==> config.mk <==
export PLATFORM = sky130hd
export DESIGN_NAME = ihex_prog_loader
export DESIGN_NICKNAME = d
export VERILOG_FILES = /design/src/rtl/ihex_prog_loader.sv
export SDC_FILE = /design/constraint.sdc
export NUM_CORES = 1
export LEC_CHECK = 0
export BUFFER_PORTS_ARGS = -buffer_cell sky130_fd_sc_hd__buf_2
export CAP_MARGIN = 20
export CELL_PAD_IN_SITES_DETAIL_PLACEMENT = 1
export CELL_PAD_IN_SITES_GLOBAL_PLACEMENT = 2
export CORE_MARGIN = 1.5
export CORE_UTILIZATION = 36
export DETAILED_ROUTE_END_ITERATION = 6
export PLACE_DENSITY = 0.87
export SYNTH_ARGS = -nofsm -noshare
export SYNTH_HDL_FRONTEND = slang
export SYNTH_SLANG_ARGS = --single-unit
==> constraint.sdc <==
create_clock -name clk -period 4.2 [get_ports clk]
set_input_delay 0.42 -clock clk [delete_from_list [all_inputs] [get_ports clk]]
set_output_delay 0.42 -clock clk [all_outputs]
set_load 0.05 [all_outputs]
==> src/rtl/ihex_prog_loader.sv <==
// Intel HEX loader: 8N1 UART receiver plus record parser that drives the program-memory write port.
// 16-bit words are assembled little-endian, and each completed word produces a two-cycle write strobe.
module ihex_prog_loader #(
   parameter int unsigned CLK_HZ = 50000000,
   parameter int unsigned BAUD   = 115200
) (
   input  logic        clk,
   input  logic        rst,
   input  logic        rx,
   output logic [15:0] PROGDATA,
   output logic [15:0] PROGADD,
   output logic        prog_we,
   output logic        prog_clk,
   output logic        busy,
   output logic        done,
   output logic        err
);
   localparam int unsigned    DIV     = CLK_HZ / BAUD;
   localparam int unsigned    CW      = $clog2(DIV + 1);
   localparam logic [CW-1:0]  DIV_M1  = CW'(DIV - 1);
   localparam logic [CW-1:0]  HALF_M1 = CW'(DIV / 2 - 1);

   typedef enum logic [2:0] {
      U_WAIT_START, U_START, U_DATA, U_STOP, U_WAIT_HIGH
   } ustate_t;

   typedef enum logic [2:0] {
      P_IDLE, P_LEN, P_ADDR, P_TYPE, P_DATA, P_CSUM
   } pstate_t;

   // ---------------- UART receiver ----------------
   ustate_t       ustate, ustate_n;
   logic          rx_m, rx_s, rx_d;
   logic [CW-1:0] ucnt, ucnt_n;
   logic [2:0]    bitn, bitn_n;
   logic [7:0]    shreg, shreg_n;
   logic          byte_valid, frame_err;

   // Synchronizer flops reset to the idle level so reset release cannot fake a start edge.
   always_ff @(posedge clk or posedge rst) begin
      if (rst) begin
         rx_m   <= 1'b1;
         rx_s   <= 1'b1;
         rx_d   <= 1'b1;
         ustate <= U_WAIT_START;
         ucnt   <= '0;
         bitn   <= '0;
         shreg  <= '0;
      end else begin
         rx_m   <= rx;
         rx_s   <= rx_m;
         rx_d   <= rx_s;
         ustate <= ustate_n;
         ucnt   <= ucnt_n;
         bitn   <= bitn_n;
         shreg  <= shreg_n;
      end
   end

   always_comb begin
      ustate_n   = ustate;
      ucnt_n     = ucnt + 1'b1;
      bitn_n     = bitn;
      shreg_n    = shreg;
      byte_valid = 1'b0;
      frame_err  = 1'b0;
      case (ustate)
         U_WAIT_START: begin
            ucnt_n = '0;
            if (rx_d && !rx_s) ustate_n = U_START;
         end
         U_START: begin
            if (ucnt == HALF_M1) begin
               ucnt_n   = '0;
               bitn_n   = '0;
               ustate_n = rx_s ? U_WAIT_START : U_DATA;
            end
         end
         U_DATA: begin
            if (ucnt == DIV_M1) begin
               ucnt_n  = '0;
               shreg_n = {rx_s, shreg[7:1]};
               bitn_n  = bitn + 3'd1;
               if (bitn == 3'd7) ustate_n = U_STOP;
            end
         end
         U_STOP: begin
            if (ucnt == DIV_M1) begin
               ucnt_n = '0;
               if (rx_s) begin
                  byte_valid = 1'b1;
                  ustate_n   = U_WAIT_START;
               end else begin
                  frame_err  = 1'b1;
                  ustate_n   = U_WAIT_HIGH;
               end
            end
         end
         U_WAIT_HIGH: begin
            ucnt_n = '0;
            if (rx_s) ustate_n = U_WAIT_START;
         end
         default: begin
            ucnt_n   = '0;
            ustate_n = U_WAIT_START;
         end
      endcase
   end

   // ---------------- record parser ----------------
   function automatic logic [4:0] hexval(input logic [7:0] c);
      logic [4:0] r;
      r = '0;
      if (c >= 8'h30 && c <= 8'h39)
         r = {1'b1, c[3:0]};
      else if ((c >= 8'h41 && c <= 8'h46) || (c >= 8'h61 && c <= 8'h66))
         r = {1'b1, c[3:0] + 4'd9};
      return r;
   endfunction

   pstate_t     pstate, pstate_n;
   logic        busy_n;
   logic [7:0]  csum, csum_n, csum_sum;
   logic        have_nib, have_nib_n;
   logic [3:0]  hi_nib, hi_nib_n;
   logic [7:0]  len, len_n;
   logic [15:0] addr, addr_n;
   logic [7:0]  rtype, rtype_n;
   logic [7:0]  dcnt, dcnt_n, dcnt_inc;
   logic [7:0]  lo, lo_n;
   logic [15:0] waddr, waddr_n;
   logic        misalign, misalign_n;
   logic [4:0]  dv;
   logic [7:0]  bval;
   logic        wr_go, perr, pdone, we_q;
   logic [15:0] wr_data;

   always_ff @(posedge clk or posedge rst) begin
      if (rst) begin
         pstate   <= P_IDLE;
         busy     <= 1'b0;
         csum     <= '0;
         have_nib <= 1'b0;
         hi_nib   <= '0;
         len      <= '0;
         addr     <= '0;
         rtype    <= '0;
         dcnt     <= '0;
         lo       <= '0;
         waddr    <= '0;
         misalign <= 1'b0;
      end else begin
         pstate   <= pstate_n;
         busy     <= busy_n;
         csum     <= csum_n;
         have_nib <= have_nib_n;
         hi_nib   <= hi_nib_n;
         len      <= len_n;
         addr     <= addr_n;
         rtype    <= rtype_n;
         dcnt     <= dcnt_n;
         lo       <= lo_n;
         waddr    <= waddr_n;
         misalign <= misalign_n;
      end
   end

   always_comb begin
      pstate_n   = pstate;
      busy_n     = busy;
      csum_n     = csum;
      have_nib_n = have_nib;
      hi_nib_n   = hi_nib;
      len_n      = len;
      addr_n     = addr;
      rtype_n    = rtype;
      dcnt_n     = dcnt;
      lo_n       = lo;
      waddr_n    = waddr;
      misalign_n = misalign;
      wr_go      = 1'b0;
      wr_data    = '0;
      perr       = 1'b0;
      pdone      = 1'b0;
      dv         = hexval(shreg);
      bval       = {hi_nib, dv[3:0]};
      csum_sum   = csum + bval;
      dcnt_inc   = dcnt + 8'd1;
      if (byte_valid) begin
         if (pstate == P_IDLE) begin
            if (shreg == 8'h3A) begin
               pstate_n   = P_LEN;
               busy_n     = 1'b1;
               csum_n     = '0;
               have_nib_n = 1'b0;
            end
         end else if (!dv[4]) begin
            perr     = 1'b1;
            pstate_n = P_IDLE;
            busy_n   = 1'b0;
         end else if (!have_nib) begin
            hi_nib_n   = dv[3:0];
            have_nib_n = 1'b1;
         end else begin
            have_nib_n = 1'b0;
            csum_n     = csum_sum;
            case (pstate)
               P_LEN: begin
                  len_n    = bval;
                  dcnt_n   = '0;
                  pstate_n = P_ADDR;
               end
               P_ADDR: begin
                  if (!dcnt[0]) begin
                     addr_n[15:8] = bval;
                     dcnt_n       = 8'd1;
                  end else begin
                     addr_n[7:0]  = bval;
                     pstate_n     = P_TYPE;
                  end
               end
               P_TYPE: begin
                  rtype_n    = bval;
                  dcnt_n     = '0;
                  waddr_n    = {1'b0, addr[15:1]};
                  misalign_n = (bval == 8'h00) && addr[0];
                  perr       = (bval == 8'h00) && addr[0];
                  pstate_n   = (len == 8'h00) ? P_CSUM : P_DATA;
               end
               P_DATA: begin
                  dcnt_n = dcnt_inc;
                  // Even-position bytes are held as the low half; a trailing one is padded with 0xFF.
                  if (rtype == 8'h00 && !misalign) begin
                     if (!dcnt[0]) begin
                        lo_n = bval;
                        if (dcnt_inc == len) begin
                           wr_go   = 1'b1;
                           wr_data = {8'hFF, bval};
                        end
                     end else begin
                        wr_go   = 1'b1;
                        wr_data = {bval, lo};
                     end
                  end
                  if (wr_go) waddr_n = waddr + 16'd1;
                  if (dcnt_inc == len) pstate_n = P_CSUM;
               end
               P_CSUM: begin
                  pstate_n = P_IDLE;
                  busy_n   = 1'b0;
                  if (csum_sum != 8'h00) perr = 1'b1;
                  else if (rtype == 8'h01) pdone = 1'b1;
               end
               default: begin
                  pstate_n = P_IDLE;
                  busy_n   = 1'b0;
               end
            endcase
         end
      end
   end

   // ---------------- write strobe and status ----------------
   always_ff @(posedge clk or posedge rst) begin
      if (rst) begin
         PROGADD  <= '0;
         PROGDATA <= '0;
         prog_we  <= 1'b0;
         prog_clk <= 1'b0;
         we_q     <= 1'b0;
         done     <= 1'b0;
         err      <= 1'b0;
      end else begin
         if (wr_go) begin
            PROGADD  <= waddr;
            PROGDATA <= wr_data;
         end
         we_q     <= wr_go;
         prog_we  <= wr_go | we_q;
         prog_clk <= we_q;
         done     <= done | pdone;
         err      <= err | perr | frame_err;
      end
   end

endmodule
==> metrics.txt <==
status=completed; CTS tree=yes; Initial Util=0.370; max_cap viols=0; clock slew at reported path FFs=0.06 ns; Non-Filler Instances=between 1000 and 1500; Core Region=just under 0.02 sq mm; top cell type's share of synthesized area=0.488; most frequent cell after synthesis=dfrtp_1; Placer Congestion=between 0.8 and 0.9; Netlist cell types=58; Worst Path Buf+Inv=3; vias in the first global route=6000; first-pass GRT wire length=~32 mm; cell mode on critical path=inv_1; Synth Instances=approximately 750; Congestion Overflow GR=0; register area share after synthesis=0.499; final hold vios=0; drt wl/cell=approximately 18 microns; Final Setup Violations=0; clk_skew=roughly 0.0099 ns; synthesis warning total=0; dominant cell type by area after synthesis=dfrtp_1; Cell Rows=51; initial DRC count=between 200 and 300; vias per inst=between 5 and 6; maximum root-to-sink buffer count=2; ratio of cells with drive above 1 in the final layout=0.167; dpl hpwl=about 13 mm; fin crit share=0.931; Die X=145 microns; Setup crit end kind=register; fin crit period=between 3 and 4 ns; Post-synth top cells=142 x dfrtp_1, 91 x o21ai_0, 84 x nand2_1; Worst Path Max Fanout=8; relative slew slack=0.432; Worst EP arrival=~4.2 ns; critical path type=reg -> reg; Critical Path, Cell by Cell=inv_1 > ha_1 > o21bai_1 > a21oi_2 > xnor2_1 > nand2b_1 > inv_1 > ha_1 > inv_1 > fa_1 > nor2b_1 > o21ai_0 > nand2b_1 > a2111oi_0 > a2111oi_1 > and4b_1 > o211ai_1; largest cells by area after synthesis=dfrtp_1 49%, o21ai_0 6.3%, mux2_2 4.5%; area grow syn2layout=16.0%; drt drc=0; initial antenna violation count=0; Pwr Total=around 3.3 mW; Largest stage delay, worst path=about 0.49 ns; Clock Sinks=between 100 and 150; CP Launch Type=register; CTS Buf Count=17; placed cells=1025; syn avg cell area=9.75 sq um; port bufs=39; setup TNS=0 ns; Most used DFF post-synth=dfrtp_1; Leakage=3.86 nW; largest net degree at the start of global routing=109; Fmax=about 260 MHz; slowest cell on the critical path=dfrtp_1; Root Buffer=clkbuf_16; Die Ht=roughly 150 microns; vias=approximately 5700; post-CTS setup buffer count=0; Slew @ Worst Pin=roughly 0.85 ns; Post-Syn Area=0.00727 sq mm; Routed WL=19.1 mm; Hold Buf Count CTS=0; # H-tree levels=4; HP Class=in -> reg; Worst VDD drop=0.273 mV; power density cells=392 mW/mm^2; number of detailed-route iterations in the first pass=4; Post-DRT Antenna Nets=0; I/O Pins=40; fin. max-slew vios=0; required time of the critical path=~4.5 ns; Post-CTS Resized=0; EDFF count, synth=0; Overall Global Routing Usage=0.191; # diodes=0; Yosys reg bits=roughly 150; Crit path max-delay family=compound AO/OA/AOI/OAI gates; layout net count=around 800; Mapped Nets=between 700 and 800; FFs w/ async S/R, synth=1.00; Clk Latency, worst-skew pair=0.44 ns; Die ar.=0.0211 sq mm
## cell families after synthesis
group,count (synthesis),synth area share
AND/OR/NAND/NOR,244,0.166
AO/OA/AOI/OAI,209,0.177
flip-flops,145,0.499
buffers and inverters,66,0.0358
multiplexers,39,0.0587
XOR/XNOR,24,0.0289
adder cells (fa/ha/maj),19,0.0337
## state kept, by name, indices dropped and copies added, names as in the netlist, 4 cells and up
name and count:
PROGADD 16, rtype 8, PROGDATA 16, dcnt 8
lo 8, ucnt 9, csum 8, addr 16
waddr 16, shreg 8, hi_nib 4, len 8
## layout by cell type, fill, tap and decap left out, drive strengths merged, types with 3 or more instances in the layout
cell type  count
a31oi          7
ha            18
o21ai         92
o22a           8
or2            6
o21bai         3
nand2         84
dfrtp        142
and3           6
nor4           8
a2bb2oi       15
mux2          29
a22oi          8
o22ai          5
nor2          49
a21oi         34
xor2          12
o211ai         3
o41ai          3
inv           23
and4           4
xnor2         12
mux2i         10
nand2b        10
or3            3
clkbuf        19
bufinv         5
dfstp          3
and2           8
clkinv         5
o31ai         16
nor3           5
nor2b          5
buf           57
nand4         11
nand3         34
## metrics by stage
step,utilization,cell area (sq um),worst slack (ns),hold slack [ns]
after global routing,0.429,8440,-0.00961,0.0728
after CTS,0.429,8430,0.148,0.0655
final,0.429,8440,0.288,0.0797
after detailed placement,0.396,7780,0.191,0.347
after global placement,0.396,7780,0.364,0.346
after floorplan,-,7280,0.535,0.345
## report_power, final
group	total [mW]	leakage [nW]	switching (mW)	internal, mW
Clock	1.69	0.314	0.617	1.07
Combinational	0.163	1.54	0.109	0.0544
Sequential	1.46	2.01	0.0368	1.42
## layer usage
metal,wire [microns],GRT usage,vias up
met4,307,0.0587,0
li1,-,-,2758
met5,0,0,-
met3,469,0.0349,26
met1,9010,0.255,2891
met2,9280,0.316,74
## final cells by class
class                           count  area, sq um
Inverter                           23         90.1
Multi-Input combinational cell    535         3390
Clock buffer                       19          443
Fill cell                        2256        11200
Timing Repair Buffer               57          343
Clock inverter                     12          206
Sequential cell                   145         3630
Tap cell                          265          332
## path summary, 6_finish.rpt
| path | start | endpoint | slack, ns | cells after the start |
|---|---|---|---|---|
| hold reg to reg | rx_m$_DFF_PP1_ | rx_s$_DFF_PP1_ | 0.36 | 0 |
| setup / recovery | shreg[1]$_DFFE_PP0P_ | err$_DFF_PP0_ | 0.29 | 17 |
| min in group asynchronous | rst | ucnt[5]$_DFF_PP0_ | 0.15 | 2 |
| setup reg to reg | shreg[1]$_DFFE_PP0P_ | err$_DFF_PP0_ | 0.29 | 17 |
| hold / removal | rx | rx_m$_DFF_PP1_ | 0.08 | 1 |
| max in group asynchronous | rst | len[5]$_DFFE_PP0P_ | 3.02 | 3 |
Power figures use the tool's default switching activity.
